--- config.mk ---
export PLATFORM = sky130hd
export DESIGN_NAME = myriadrf_rx_capture_ctrl
export DESIGN_NICKNAME = d
export VERILOG_FILES = /design/src/rtl/myriadrf_rx_capture_ctrl.sv
export SDC_FILE = /design/constraint.sdc
export NUM_CORES = 1
export LEC_CHECK = 0
export BUFFER_PORTS_ARGS = -buffer_cell sky130_fd_sc_hd__buf_2
export CORE_MARGIN = 10
export CORE_UTILIZATION = 35
export DETAILED_ROUTE_END_ITERATION = 10
export HOLD_SLACK_MARGIN = 0.08
export PLACE_DENSITY_LB_ADDON = 0.25
export SLEW_MARGIN = 40
export SYNTH_ARGS = -nofsm -noshare
export SYNTH_HDL_FRONTEND = slang
export SYNTH_SLANG_ARGS = --single-unit
--- constraint.sdc ---
create_clock -name clk -period 15.9 [get_ports clk]
set_input_delay 3.18 -clock clk [delete_from_list [all_inputs] [get_ports clk]]
set_output_delay 3.18 -clock clk [all_outputs]
set_load 0.005 [all_outputs]
--- src/rtl/myriadrf_rx_capture_ctrl.sv ---
// Capture sequencer from the MyriadRF RX IQ stream into a small ready/valid FIFO.
// Arms on command, optionally waits for a trigger edge, decimates and counts a burst.
module myriadrf_rx_capture_ctrl #(
  parameter int FIFO_DEPTH = 4
) (
  input  logic        clk,
  input  logic        rst,
  input  logic        cfg_start,
  input  logic        cfg_abort,
  input  logic [15:0] cfg_len,
  input  logic [7:0]  cfg_decim,
  input  logic        cfg_trig_en,
  input  logic        trig_i,
  input  logic [23:0] s_data_i,
  input  logic        s_valid_i,
  output logic [23:0] m_data_o,
  output logic        m_valid_o,
  input  logic        m_ready_i,
  output logic        m_last_o,
  output logic        busy_o,
  output logic        done_o,
  output logic        ovf_o,
  output logic [15:0] count_o
);

  // state   | meaning
  // IDLE    | waiting for cfg_start
  // ARMED   | started, waiting for a trig_i rising edge
  // CAPTURE | keeping decimated samples into the FIFO
  // DRAIN   | burst complete, waiting for the FIFO to empty
  localparam logic [1:0] IDLE    = 2'd0;
  localparam logic [1:0] ARMED   = 2'd1;
  localparam logic [1:0] CAPTURE = 2'd2;
  localparam logic [1:0] DRAIN   = 2'd3;

  localparam int AW = $clog2(FIFO_DEPTH);
  localparam int CW = AW + 1;
  localparam logic [CW-1:0] FULL_CNT = CW'(FIFO_DEPTH);

  logic [1:0]    state;
  logic [15:0]   len_q;
  logic [7:0]    decim_q;
  logic [7:0]    decim_cnt;
  logic          trig_q;
  logic [24:0]   mem [FIFO_DEPTH];
  logic [AW-1:0] wr_ptr;
  logic [AW-1:0] rd_ptr;
  logic [CW-1:0] fcnt;

  logic          trig_edge;
  logic          pop;
  logic          full;
  logic          keep;
  logic          push;
  logic          is_last;
  logic [15:0]   count_inc;

  always_comb begin
    trig_edge = trig_i & ~trig_q;
    pop       = m_valid_o & m_ready_i;
    full      = (fcnt == FULL_CNT);
    keep      = (state == CAPTURE) & s_valid_i & (decim_cnt == 8'd0) & ~cfg_abort;
    count_inc = count_o + 16'd1;
    is_last   = (len_q != 16'd0) & (count_inc == len_q);
    // a pop in the same cycle frees the slot for a push into a full FIFO
    push      = keep & (~full | pop);
  end

  assign m_valid_o = (fcnt != '0);
  assign m_data_o  = mem[rd_ptr][23:0];
  assign m_last_o  = m_valid_o & mem[rd_ptr][24];
  assign busy_o    = (state != IDLE);

  // reset to 1 so a trigger already high out of reset is not seen as an edge
  always_ff @(posedge clk or posedge rst) begin
    if (rst) trig_q <= 1'b1;
    else     trig_q <= trig_i;
  end

  always_ff @(posedge clk or posedge rst) begin
    if (rst) begin
      state     <= IDLE;
      len_q     <= '0;
      decim_q   <= '0;
      decim_cnt <= '0;
      count_o   <= '0;
      ovf_o     <= 1'b0;
      done_o    <= 1'b0;
    end else begin
      done_o <= 1'b0;
      if (cfg_abort) begin
        state <= IDLE;
      end else begin
        case (state)
          IDLE: begin
            if (cfg_start) begin
              len_q     <= cfg_len;
              decim_q   <= cfg_decim;
              decim_cnt <= '0;
              count_o   <= '0;
              ovf_o     <= 1'b0;
              state     <= cfg_trig_en ? ARMED : CAPTURE;
            end
          end
          ARMED: begin
            if (trig_edge) state <= CAPTURE;
          end
          CAPTURE: begin
            if (s_valid_i) decim_cnt <= (decim_cnt == decim_q) ? 8'd0 : decim_cnt + 8'd1;
            if (keep) begin
              count_o <= count_inc;
              if (!push) ovf_o <= 1'b1;
              if (is_last) state <= DRAIN;
            end
          end
          default: begin
            if ((fcnt == '0) || ((fcnt == CW'(1)) && pop)) begin
              state  <= IDLE;
              done_o <= 1'b1;
            end
          end
        endcase
      end
    end
  end

  always_ff @(posedge clk or posedge rst) begin
    if (rst) begin
      wr_ptr <= '0;
      rd_ptr <= '0;
      fcnt   <= '0;
      for (int i = 0; i < FIFO_DEPTH; i++) mem[i] <= '0;
    end else if (cfg_abort) begin
      wr_ptr <= '0;
      rd_ptr <= '0;
      fcnt   <= '0;
    end else begin
      if (push) begin
        mem[wr_ptr] <= {is_last, s_data_i};
        wr_ptr      <= wr_ptr + 1'b1;
      end
      if (pop) rd_ptr <= rd_ptr + 1'b1;
      fcnt <= fcnt + CW'(push) - CW'(pop);
    end
  end

endmodule

==> reports/metrics.yaml <==
drive_gt1_share_pct: 42.4
finalCritPeriodShare_pct: 34.3
antenna_found_initial: 0
timing.fmax_ghz: 0.184
synth_cells: 602
path_delay_family: "flip-flops"
worstSetupPathType: "register to output port"
ff_latch_area_um2: 4010
dr.pass1.iters: 5
r2r_slack_ps: 12270
drc: 0
min_from: "ovf_o$_DFFE_PP0P_"
core_area_um2: 22800
total_power_mw: 1.43
ctsRootBufferMaster: "clkbuf_16"
async_reset_ff_share_pct: 100
ios: 101
synth-edff-count: 0
crit_path_end_kind: "output port"
num_vias: 5197
port_buffers: 100
cp_max_fo: 14
ir_drop_uv: 87.6
status: "finished clean"
clkSinkCount: 160
place_congestion: 0.839
yosys_warnings: 0
slew_viol_final: 0
finalSetupViolCount: 0
synth.cell_area_um2: 8210
clk_pin_slew_ps: 60
area_growth_pct: 17.5
hold_class: "register to register"
cts_hold_buf: 0
h-tree-depth: 4
rows: 55
overflow: 0
drt_iter0_markers: 366
routedWlPerCell_um: 19.2
cts_inserted_buffers: 17
ant_nets: 0
post_cts_buffers: 0
fin_nets: 760
start_kind: "register"
worstRegToRegCells: 11
cts_tree: "done"
grt_pass1_vias: 5718
die_y_um: 173
fin_skew_ps: 11.3
r2r_start: "decim_cnt[3]$_DFFE_PP0P_"
critPathSlowestCell: "dfrtp_1"
hpwl_mm: 12.9
grt_pass1_wl_mm: 31.9
wirelength_mm: 19.5
period_minus_slack_ps: 5450
maxCapViolations: 0
via_per_inst: 5.13
arrival_ps: 2270
synth-seq-cells: 160
insertion_delay_ps: 430
die_x_um: 173
crit_chain: "buf_4 -> mux4_2 -> and2_1 -> buf_2"
fin_tns_setup_ps: 0
worstMarginPinSlew_ps: 795
holdPathStages: 1
ys.flop_type: "dfrtp_1"
multiInputGateArea_um2: 3970
nFillCells: 2146
path_buf_inv: 2
p_per_area_nw_per_um2: 148
rsz0062_at_grt: "false"
syn-num-nets: 673
synth.distinct_cells: 52
hold_viol: 0
cellLeakagePower_nw: 4.68
max_stage_delay_ps: 790
post_cts_resized: 0
synth-seq-area-share_pct: 48.8
initial_core_util_pct: 35.9
max-slew-margin-rel_pct: 47.0
rr_endpoint: "fcnt[2]$_DFF_PP0_"
hold_end: "ovf_o$_DFFE_PP0P_"
n_antenna_cell: 0
grt_use_total_pct: 13.2
max-clock-path-buffers: 2
die-area_um2: 30000
grt_start_max_net_pins: 90
critPathRequiredTime_ps: 12720
avgSynthCellArea_um2: 13.6
synthesized netlist by cell type, drive strengths merged (3+ instances only):
library cell	number	area (um^2)
dfrtp	159	3980
mux2	124	1700
o21ai	35	175
mux4	25	563
clkbuf	24	90.1
nand2	23	116
xnor2	20	175
nor2	19	71.3
inv	15	56.3
ha	14	175
o31ai	12	90.1
buf	11	101
xor2	11	96.3
nand3	10	50.1
nand4	9	56.3
nor4	8	50.1
nand2b	7	43.8
or4	6	48.8
a31oi	5	31.3
and2	5	31.3
and3	5	31.3
and4	5	43.8
or3	5	31.3
mux2i	4	40.0
nor2b	4	25.0
nor3	4	20.0
o41ai	4	35.0
a21oi	3	15.0
a22o	3	26.3
metrics by stage:
| step | setup slack, ps | util, % | hold slack (ps) | cell area, um^2 | instances |
|---|---|---|---|---|---|
| floorplan | 8400 | - | 474 | 8210 | 602 |
| global placement | 10110 | 39.1 | 482 | 8940 | 983 |
| detailed placement | 10030 | 39.2 | 473 | 8940 | 983 |
| CTS | 10390 | 42.2 | 499 | 9630 | 1014 |
| global route | 10340 | 42.2 | 516 | 9650 | 1014 |
| finish | 10450 | 42.2 | 499 | 9650 | 1014 |
state kept, by name, summed over array words and instances, names as in the netlist:
| register | cells |
|---|---|
| mem | 100 |
| count_o | 16 |
| len_q | 16 |
| decim_cnt | 8 |
| decim_q | 8 |
| fcnt | 3 |
| rd_ptr | 2 |
| state | 2 |
| wr_ptr | 2 |
| done_o | 1 |
| ovf_o | 1 |
| trig_q | 1 |
layout make-up:
type                    instances  share of cell area (%)
clock buffers                  18                    4.45
clock inverters                13                    2.69
inverters                      15                   0.662
multi-input cells             392                    41.1
flip-flops and latches        160                    41.6
well taps                     313                    4.06
repair buffers                103                    5.46
cell usage in the layout, fill, tap and decap left out, types with 7 or more instances in the layout:
master     Yosys  final
dfrtp_1      159    158
buf_2          0    100
mux2_4        80     80
mux2_2        44     44
o21ai_0       35     35
mux4_2        25     25
xnor2_1       20     20
nand2_1       19     19
nor2_1        19     18
clkbuf_16      0     17
inv_1         15     14
ha_1          14     14
o31ai_1       12     12
xor2_1        11     11
nand3_1       10     10
nand4_1        9      9
nor4_1         8      8
nand2b_1       7      7
bufinv_16      0      7
routing by layer:
metal	vias up	share of wire [%]	wire length, um	track usage [%]
li1	2392	-	-	-
met1	2645	45	8700	16.4
met2	135	49	9470	21.6
met3	25	5.2	1020	3.83
met4	0	1.4	264	4.31
met5	-	0	0	0
logic make-up (layout without fill, tap and decap cells):
logic type | Yosys count | after routing | share of synthesized area (%)
DFF | 160 | 160 | 48.8
and+or+nand+nor | 112 | 112 | 7.75
xor gates and xnor gates | 31 | 31 | 3.31
buffers and inverters | 50 | 149 | 3.02
adders and majority gates | 15 | 15 | 2.38
muxes | 153 | 153 | 28.0
AOI/OAI and AO/OA | 81 | 81 | 6.72
how the worst max path moves through the flow:
| stage | slack, ps | cells after the start | endpoint | from |
|---|---|---|---|---|
| 2_1_floorplan | 8400 | 1 | count_o[0]$_DFFE_PP0P_ | rst |
| 3_3_place_gp | 10110 | 12 | fcnt[2]$_DFF_PP0_ | s_valid_i |
| 6_report | 10450 | 4 | m_last_o | rd_ptr[1]$_DFFE_PP0P_ |
| 4_1_cts | 10390 | 4 | m_last_o | rd_ptr[1]$_DFFE_PP0P_ |
| 3_5_place_dp | 10030 | 12 | fcnt[2]$_DFF_PP0_ | s_valid_i |
| 5_1_grt | 10340 | 12 | fcnt[2]$_DFF_PP0_ | s_valid_i |
power breakdown:
group          switching [mW]  total, mW  internal (mW)
sequential             0.0874      0.578          0.491
clock                   0.173      0.484          0.311
combinational           0.145      0.368          0.223
worst register-to-register path: cells and delay by family (launching register included):
kind / cells / cell delay [ps]
and+or+nand+nor: 3 / 1210
adders and majority gates: 3 / 800
AOI/OAI and AO/OA: 1 / 660
DFF: 1 / 440
buffers and inverters: 3 / 240
xor gates and xnor gates: 1 / 160
Power figures use the tool's default switching activity.
